===== src/rtl/mem_reg_mp.sv =====
// mem_reg_mp: multi-port register file with R0 hardwired to zero and per-register pending bits.
// Define MEM_REG_BYPASS_EN to forward same-cycle write data (and clear busy) to the read ports.
module mem_reg_mp #(
    parameter int p_WORD_LEN      = 16,
    parameter int p_REG_ADDR_LEN  = 3,
    parameter int p_REG_FILE_SIZE = 8,
    parameter int p_READ_PORTS    = 2,
    parameter int p_WRITE_PORTS   = 2
) (
    input  logic                                   clk,
    input  logic                                   rst_n,
    input  logic [p_READ_PORTS*p_REG_ADDR_LEN-1:0] rd_addr,
    output logic [p_READ_PORTS*p_WORD_LEN-1:0]     rd_data,
    output logic [p_READ_PORTS-1:0]                rd_busy,
    input  logic [p_WRITE_PORTS-1:0]               wr_en,
    input  logic [p_WRITE_PORTS*p_REG_ADDR_LEN-1:0] wr_addr,
    input  logic [p_WRITE_PORTS*p_WORD_LEN-1:0]    wr_data,
    input  logic                                   rsv_en,
    input  logic [p_REG_ADDR_LEN-1:0]              rsv_addr,
    output logic [p_REG_FILE_SIZE-1:0]             busy_vec
);
    localparam int W = p_WORD_LEN;
    localparam int A = p_REG_ADDR_LEN;
    localparam int S = p_REG_FILE_SIZE;

    logic [W-1:0] regs_q [S];
    logic [W-1:0] regs_d [S];
    logic [S-1:0] busy_q, busy_d;

    function automatic logic valid_addr(input logic [A-1:0] a);
        return (a != '0) && (int'(a) < S);
    endfunction

    // Later ports overwrite earlier ones, so the highest-index port wins a collision;
    // the reserve is applied last so a new producer beats a retiring one.
    always_comb begin
        regs_d = regs_q;
        busy_d = busy_q;
        for (int j = 0; j < p_WRITE_PORTS; j++) begin
            if (wr_en[j] && valid_addr(wr_addr[j*A +: A])) begin
                regs_d[wr_addr[j*A +: A]] = wr_data[j*W +: W];
                busy_d[wr_addr[j*A +: A]] = 1'b0;
            end
        end
        if (rsv_en && valid_addr(rsv_addr))
            busy_d[rsv_addr] = 1'b1;
        regs_d[0] = '0;
        busy_d[0] = 1'b0;
    end

    always_ff @(posedge clk or negedge rst_n) begin
        if (!rst_n) begin
            for (int i = 0; i < S; i++)
                regs_q[i] <= '0;
            busy_q <= '0;
        end else begin
            regs_q <= regs_d;
            busy_q <= busy_d;
        end
    end

    always_comb begin
        rd_data = '0;
        rd_busy = '0;
        for (int k = 0; k < p_READ_PORTS; k++) begin
            if (valid_addr(rd_addr[k*A +: A])) begin
                rd_data[k*W +: W] = regs_q[rd_addr[k*A +: A]];
                rd_busy[k]        = busy_q[rd_addr[k*A +: A]];
`ifdef MEM_REG_BYPASS_EN
                for (int j = 0; j < p_WRITE_PORTS; j++) begin
                    if (wr_en[j] && wr_addr[j*A +: A] == rd_addr[k*A +: A]) begin
                        rd_data[k*W +: W] = wr_data[j*W +: W];
                        rd_busy[k] = rsv_en && rsv_addr == rd_addr[k*A +: A] && busy_q[rd_addr[k*A +: A]];
                    end
                end
`endif
            end
        end
    end

    assign busy_vec = busy_q;
endmodule

===== config.mk =====
export PLATFORM = sky130hd
export DESIGN_NAME = mem_reg_mp
export DESIGN_NICKNAME = d
export VERILOG_FILES = /design/src/rtl/mem_reg_mp.sv
export SDC_FILE = /design/constraint.sdc
export NUM_CORES = 1
export LEC_CHECK = 0
export ABC_AREA = 1
export CORE_MARGIN = 2
export CORE_UTILIZATION = 44
export DETAILED_ROUTE_END_ITERATION = 8
export PLACE_DENSITY_LB_ADDON = 0.2
export SLEW_MARGIN = 20
export SYNTH_ARGS = -nofsm -noshare
export SYNTH_HDL_FRONTEND = slang
export SYNTH_SLANG_ARGS = --single-unit

===== constraint.sdc =====
create_clock -name clk -period 1 [get_ports clk]
set_input_delay 0.15 -clock clk [delete_from_list [all_inputs] [get_ports clk]]
set_output_delay 0.15 -clock clk [all_outputs]
set_load 0.02 [all_outputs]

==> qor.yml, run 1 <==
status: "finished with violations"
violations: "setup timing"
p_int_mw: 12.6
drt_iter0_markers: 1393
die_w_um: 144
leakagePower_nw: 6.94
insertion_delay_ns: 0.43
grt_usage_pct: 36.0
crit_type: "reg2out"
antenna_found_initial: 1
nNetsFinal: 1717
rsz0062_at_grt: "true"
num_rows: 51
finalClockSkew_ns: 0
fp.dieH_um: 144
path_buf_inv: 2
critPathArrivalTime_ns: 1.37
holdCritPathClass: "in2async"
post_drt_wl_per_cell_um: 19.0
met2_usage_pct: 55.1
report.final.hold_viol_count: 0
cts_tree: "done"
vias: 10700
busiest_layer: "met2"
core_region_area_sq_um: 19400
regArea_sq_um: 2980
crit_fanout: 3
syn_avg_cell_area_sq_um: 6.02
grt_max_degree: 29
initial_utilization_pct: 44.7
cts_root_buf: "clkbuf_16"
worstSetupEndpointType: "output pin"
drc_errors: 0
drive_above_1_share_pct: 31.3
path_cells: "inv_2, nand2_2, nand3_2, nand2_1, nand2_1, nand2_2, buf_6"
clock_power_share_pct: 29.7
final_util_pct: 66.9
switching_share_pct: 38.7
finalCritPeriodShare_pct: 152
max_cap_violations: 0
gp_congestion: 0.969
setup_viol: 42
io_buffers: 92
slowest_stage: "dfrtp_1"
comb_power_share_pct: 37.7
clk_path_buf_depth: 2
pre_cts_ws_ns: -0.854
cts_made_buffers: 17
yosysSeqAreaShare_pct: 34.4
max_stage_delay_ns: 0.38
start_kind: "register"
grt_first_pass_wirelength_um: 55700
cts.sinks: 119
netlist_area_sq_um: 8660
yosysUniqueCellTypes: 20
grt_pass1_vias: 9912
fin_ws_ns: -0.522
ys_warn_count: 0
clkTransAtPathRegs_ns: 0.07
use_met3_pct: 8.41
seqPwrFrac_pct: 32.6
fillers: 1691
cp.required_ns: 0.85
total_power_mw: 20.6
gr-total-overflow: 0
design_area_sq_um: 13000
multi_input_area_sq_um: 5280
hpwl_um: 26000
place_area_sq_um: 11500
ir_worst_vdd_uv: 1170
p_per_area_nw_per_um2: 1590
io_pins: 94
critPathTopFamily: "flip-flops"
gr-usage-met1_pct: 47.8
area.growth.synth_to_final_pct: 49.9
syn_nets: 1491
slew_viol_final: 0
period_minus_slack_ns: 1.52
p_sw_mw: 7.97
drt-vias-per-instance: 5.49
synth-seq-cells: 119
fmax_mhz: 657
syn_inst: 1439
wl_um: 36900
reg2reg_slack_ns: -0.01
first_pass_iters: 8
die_area_sq_um: 20800
h-tree-depth: 4
drtAntennaViolNets: 0
==> cell usage after synthesis <==
master	number	area, sq um
inv_2	12	45.0
nor2_4	4	45.0
nand3_1	355	1780
nand2_2	7	43.8
clkbuf_1	26	97.6
conb_1	1	3.75
clkinv_1	4	15.0
buf_4	18	135
o21ai_0	7	35.0
nor2_1	2	7.51
inv_1	138	518
buf_2	21	105
nand2_4	6	67.6
buf_1	7	26.3
buf_6	9	101
inv_4	2	12.5
nand2_1	695	2610
dfrtp_1	119	2980
nand3_2	1	10.0
nor2_2	5	31.3
==> logic make-up after synthesis <==
family	synth area share, %
flops	34.4
simple gates	53.0
buf+inv	12.2
other cells	0.0433
compound gates	0.404
==> through the flow <==
step	setup TNS, ns	hold slack (ns)	instances
after CTS	-18.37	0.171	1931
after global placement	-104.45	0.0908	1878
after detailed placement	-104.83	0.0879	1878
final	-18.14	0.174	1944
after global routing	-20.27	0.193	1944
after floorplan	-0.0361	-0.146	1439
==> cell type report <==
type	instances	share of cell area (%)
diodes	1	0.0193
clock buffers	17	3.28
clock inverters	15	1.14
inverters	156	4.78
multi-input cells	1083	40.7
flip-flops and latches	119	22.9
well taps	265	2.55
repair buffers	288	24.6
==> path summary, 6_finish.rpt <==
path | end | cells past startpoint | start
setup / recovery | rd_data[18] | 7 | regs_q[82]$_DFF_PN0_
hold / removal | regs_q[0]$_DFF_PN0_ | 2 | rst_n
setup reg to reg | regs_q[71]$_DFF_PN0_ | 7 | regs_q[71]$_DFF_PN0_
hold reg to reg | regs_q[77]$_DFF_PN0_ | 4 | regs_q[77]$_DFF_PN0_
max in group asynchronous | regs_q[83]$_DFF_PN0_ | 3 | rst_n
min in group clk | regs_q[69]$_DFF_PN0_ | 6 | wr_addr[2]
==> cells in the final DEF (no fill, tap or decap), types with 3 or more instances in the layout <==
cell type        Yosys  routed
o21ai_0              7       6
nand2_1            695     577
buf_12               0      60
nor2_2               5       3
inv_4                2       4
dlygate4sd2_1        0       5
inv_8                0       7
nand2_2              7     123
inv_6                0       7
nand2_4              6       6
buf_4               18     125
clkbuf_16            0      17
inv_1              138     104
nor2_4               4       8
buf_6                9      52
dfrtp_1            119     119
clkdlybuf4s50_1      0      38
inv_2               12      41
nand3_2              1      56
buf_2               21       4
nand3_1            355     298
==> power by group through the flow <==
stage | Sequential (mW) | Combinational (mW) | Clock, mW
after CTS | 6.66 | 7.21 | 6.13
after global placement | 6.66 | 6.49 | 0
after global routing | 6.81 | 8.47 | 6.38
final | 6.72 | 7.77 | 6.11
after floorplan | 6.50 | 3.74 | 0
after detailed placement | 6.68 | 6.56 | 0
==> flip-flops by register name, summed over array words and instances (netlist names) <==
register / flops
regs_q: 112
busy_vec: 7
==> what timing repair did <==
action | in CTS | in global routing
resized for setup | 369 | 94
endpoints found under the setup margin | 160 | 104
gates cloned | 0 | 0
endpoints found under the hold margin | 119 | 0
setup buffers | 21 | 15
hold buffers | 1 | 0
pin swaps | 105 | 37
==> layer usage <==
metal / vias to the layer above / part of all wire [%]
li1: 4949 / -
met2: 685 / 45
met4: 0 / 4.6
met1: 4911 / 39
met5: - / 0
met3: 133 / 12
No activity file was read; power rests on OpenSTA's default activity.
==> run 2: changes to the inputs <==
- CORE_MARGIN: 2 -> 3
==> run 2 against run 1 <==
Sequential cell count is the same. Design area rose by 0.33%. The flow still finishes with violations (setup timing). Register-to-register slack got worse by 0.16 ns. Die area grew 2.8%. Via count is 4.1% higher. Hold slack got worse by 0.024 ns. Critical path type unchanged. Wire length increased by 7.2%.
==> qor.yml, run 2 (synthesis results as in run 1) <==
status: "finished with violations"
violations: "setup timing"
core_region_area_sq_um: 19000
post_drt_wl_per_cell_um: 20.4
clock_power_share_pct: 32.6
die_w_um: 146
largest_reg_flops: 112
clk_path_buf_depth: 2
p_int_mw: 13.8
p_per_area_nw_per_um2: 1660
gr-total-overflow: 0
cts_made_buffers: 17
antenna_found_initial: 0
max_cap_violations: 0
final_cells: 1940
p_sw_mw: 7.76
holdCritPathClass: "in2async"
crit_type: "reg2out"
io_buffers: 92
critPathArrivalTime_ns: 1.40
finalCritPeriodShare_pct: 155
initial_utilization_pct: 45.6
largest-register: "regs_q"
final_util_pct: 68.5
finalClockSkew_ns: 0
drt-vias-per-instance: 5.73
slew_viol_final: 0
pre_cts_ws_ns: -1.20
vias: 11100
nNetsFinal: 1719
r2r_end: "regs_q[68]$_DFF_PN0_"
wl_um: 39500
r2r-start: "regs_q[68]$_DFF_PN0_"
total_power_mw: 21.6
num_rows: 50
cts_root_buf: "clkbuf_16"
worstSetupEndpointType: "output pin"
fin_ws_ns: -0.547
crit_fanout: 3
design_area_sq_um: 13000
ir_worst_vdd_uv: 1270
cts.sinks: 119
hpwl_um: 26300
cp.required_ns: 0.85
first_pass_iters: 9
antenna_cells: 0
drtAntennaViolNets: 0
grt_usage_pct: 36.1
place_area_sq_um: 11400
seqPwrFrac_pct: 31.4
fillers: 1602
grt_pass1_vias: 10500
setup_viol: 42
start_kind: "register"
h-tree-depth: 4
grt_max_degree: 28
insertion_delay_ns: 0.44
drc_errors: 0
period_minus_slack_ns: 1.55
fp.dieH_um: 146
die_area_sq_um: 21400
report.final.hold_viol_count: 0
gp_congestion: 0.999
clkTransAtPathRegs_ns: 0.06
area.growth.synth_to_final_pct: 50.4
placed_cells: 1864
reg2reg_slack_ns: -0.17
leakagePower_nw: 7.02
io_pins: 94
final_common_cell: "nand2_1"
grt_first_pass_wirelength_um: 59700
drive_above_1_share_pct: 28.5
comb_power_share_pct: 36.0
final_cell_mix: "620 x nand2_1, 304 x nand3_1, 117 x dfrtp_1"
drt_iter0_markers: 1709
reg2regPathDepth: 9
cts_tree: "done"
rsz0062_at_grt: "true"
switching_share_pct: 36.0
fmax_mhz: 646
==> run 2: layout make-up <==
class                   instances  area [sq um]  share of cell area, %
multi-input cells            1085          5180                   39.8
clock buffers                  21           460                   3.53
repair buffers                287          3260                   25.0
clock inverters                11           195                   1.50
inverters                     156           614                   4.72
flip-flops and latches        119          2980                   22.9
well taps                     260           325                   2.50
repair inverters                1          6.26                 0.0480
==> run 2: through the flow <==
step | setup TNS [ns] | hold slack (ns)
floorplan | -0.0361 | -0.146
global placement | -115.39 | 0.0576
detailed placement | -117.39 | 0.0613
CTS | -18.09 | 0.148
global route | -20.92 | 0.164
finish | -18.96 | 0.150
==> run 2: critical path: stages, from the launching register on <==
cell     delay [ns]
dfrtp_1        0.39
inv_2          0.08
nand2_1        0.09
nand3_2        0.10
nand2_1        0.07
nand2_2        0.06
nand2_2        0.05
buf_6          0.13
==> run 2: worst max-delay path by stage <==
stage | start | end | slack (ns) | depth (start not counted)
finish | regs_q[68]$_DFF_PN0_ | rd_data[4] | -0.55 | 7
global route | regs_q[68]$_DFF_PN0_ | rd_data[4] | -0.60 | 7
CTS | regs_q[73]$_DFF_PN0_ | rd_data[25] | -0.51 | 7
detailed placement | rd_addr[4] | rd_data[25] | -1.20 | 9
global placement | rd_addr[4] | rd_data[25] | -1.15 | 9
floorplan | wr_en[0] | regs_q[54]$_DFF_PN0_ | -0.004 | 7
==> run 2: routing by layer <==
layer  up-vias  track usage [%]  part of all wire [%]
met1      5065             47.1                    37
met3       235             8.50                    13
li1       4944                -                     -
met5         -                0                     0
met2       873             56.0                    44
met4         0             18.8                   6.3
==> run 2: what timing repair did <==
action / in CTS / in global routing
pin swaps: 68 / 47
endpoints found under the setup margin: 160 / 86
setup buffers: 29 / 18
gates resized for setup: 380 / 65
hold buffers: 1 / 0
cloned: 7 / 0
endpoints found under the hold margin: 119 / 0
==> run 2: power groups by stage <==
stage	Clock (mW)	Combinational (mW)	Sequential [mW]
2_1_floorplan	0	3.74	6.50
3_3_place_gp	0	6.39	6.68
5_1_grt	7.26	8.40	6.85
4_1_cts	7.01	7.29	6.71
6_report	7.04	7.77	6.78
3_5_place_dp	0	6.51	6.70
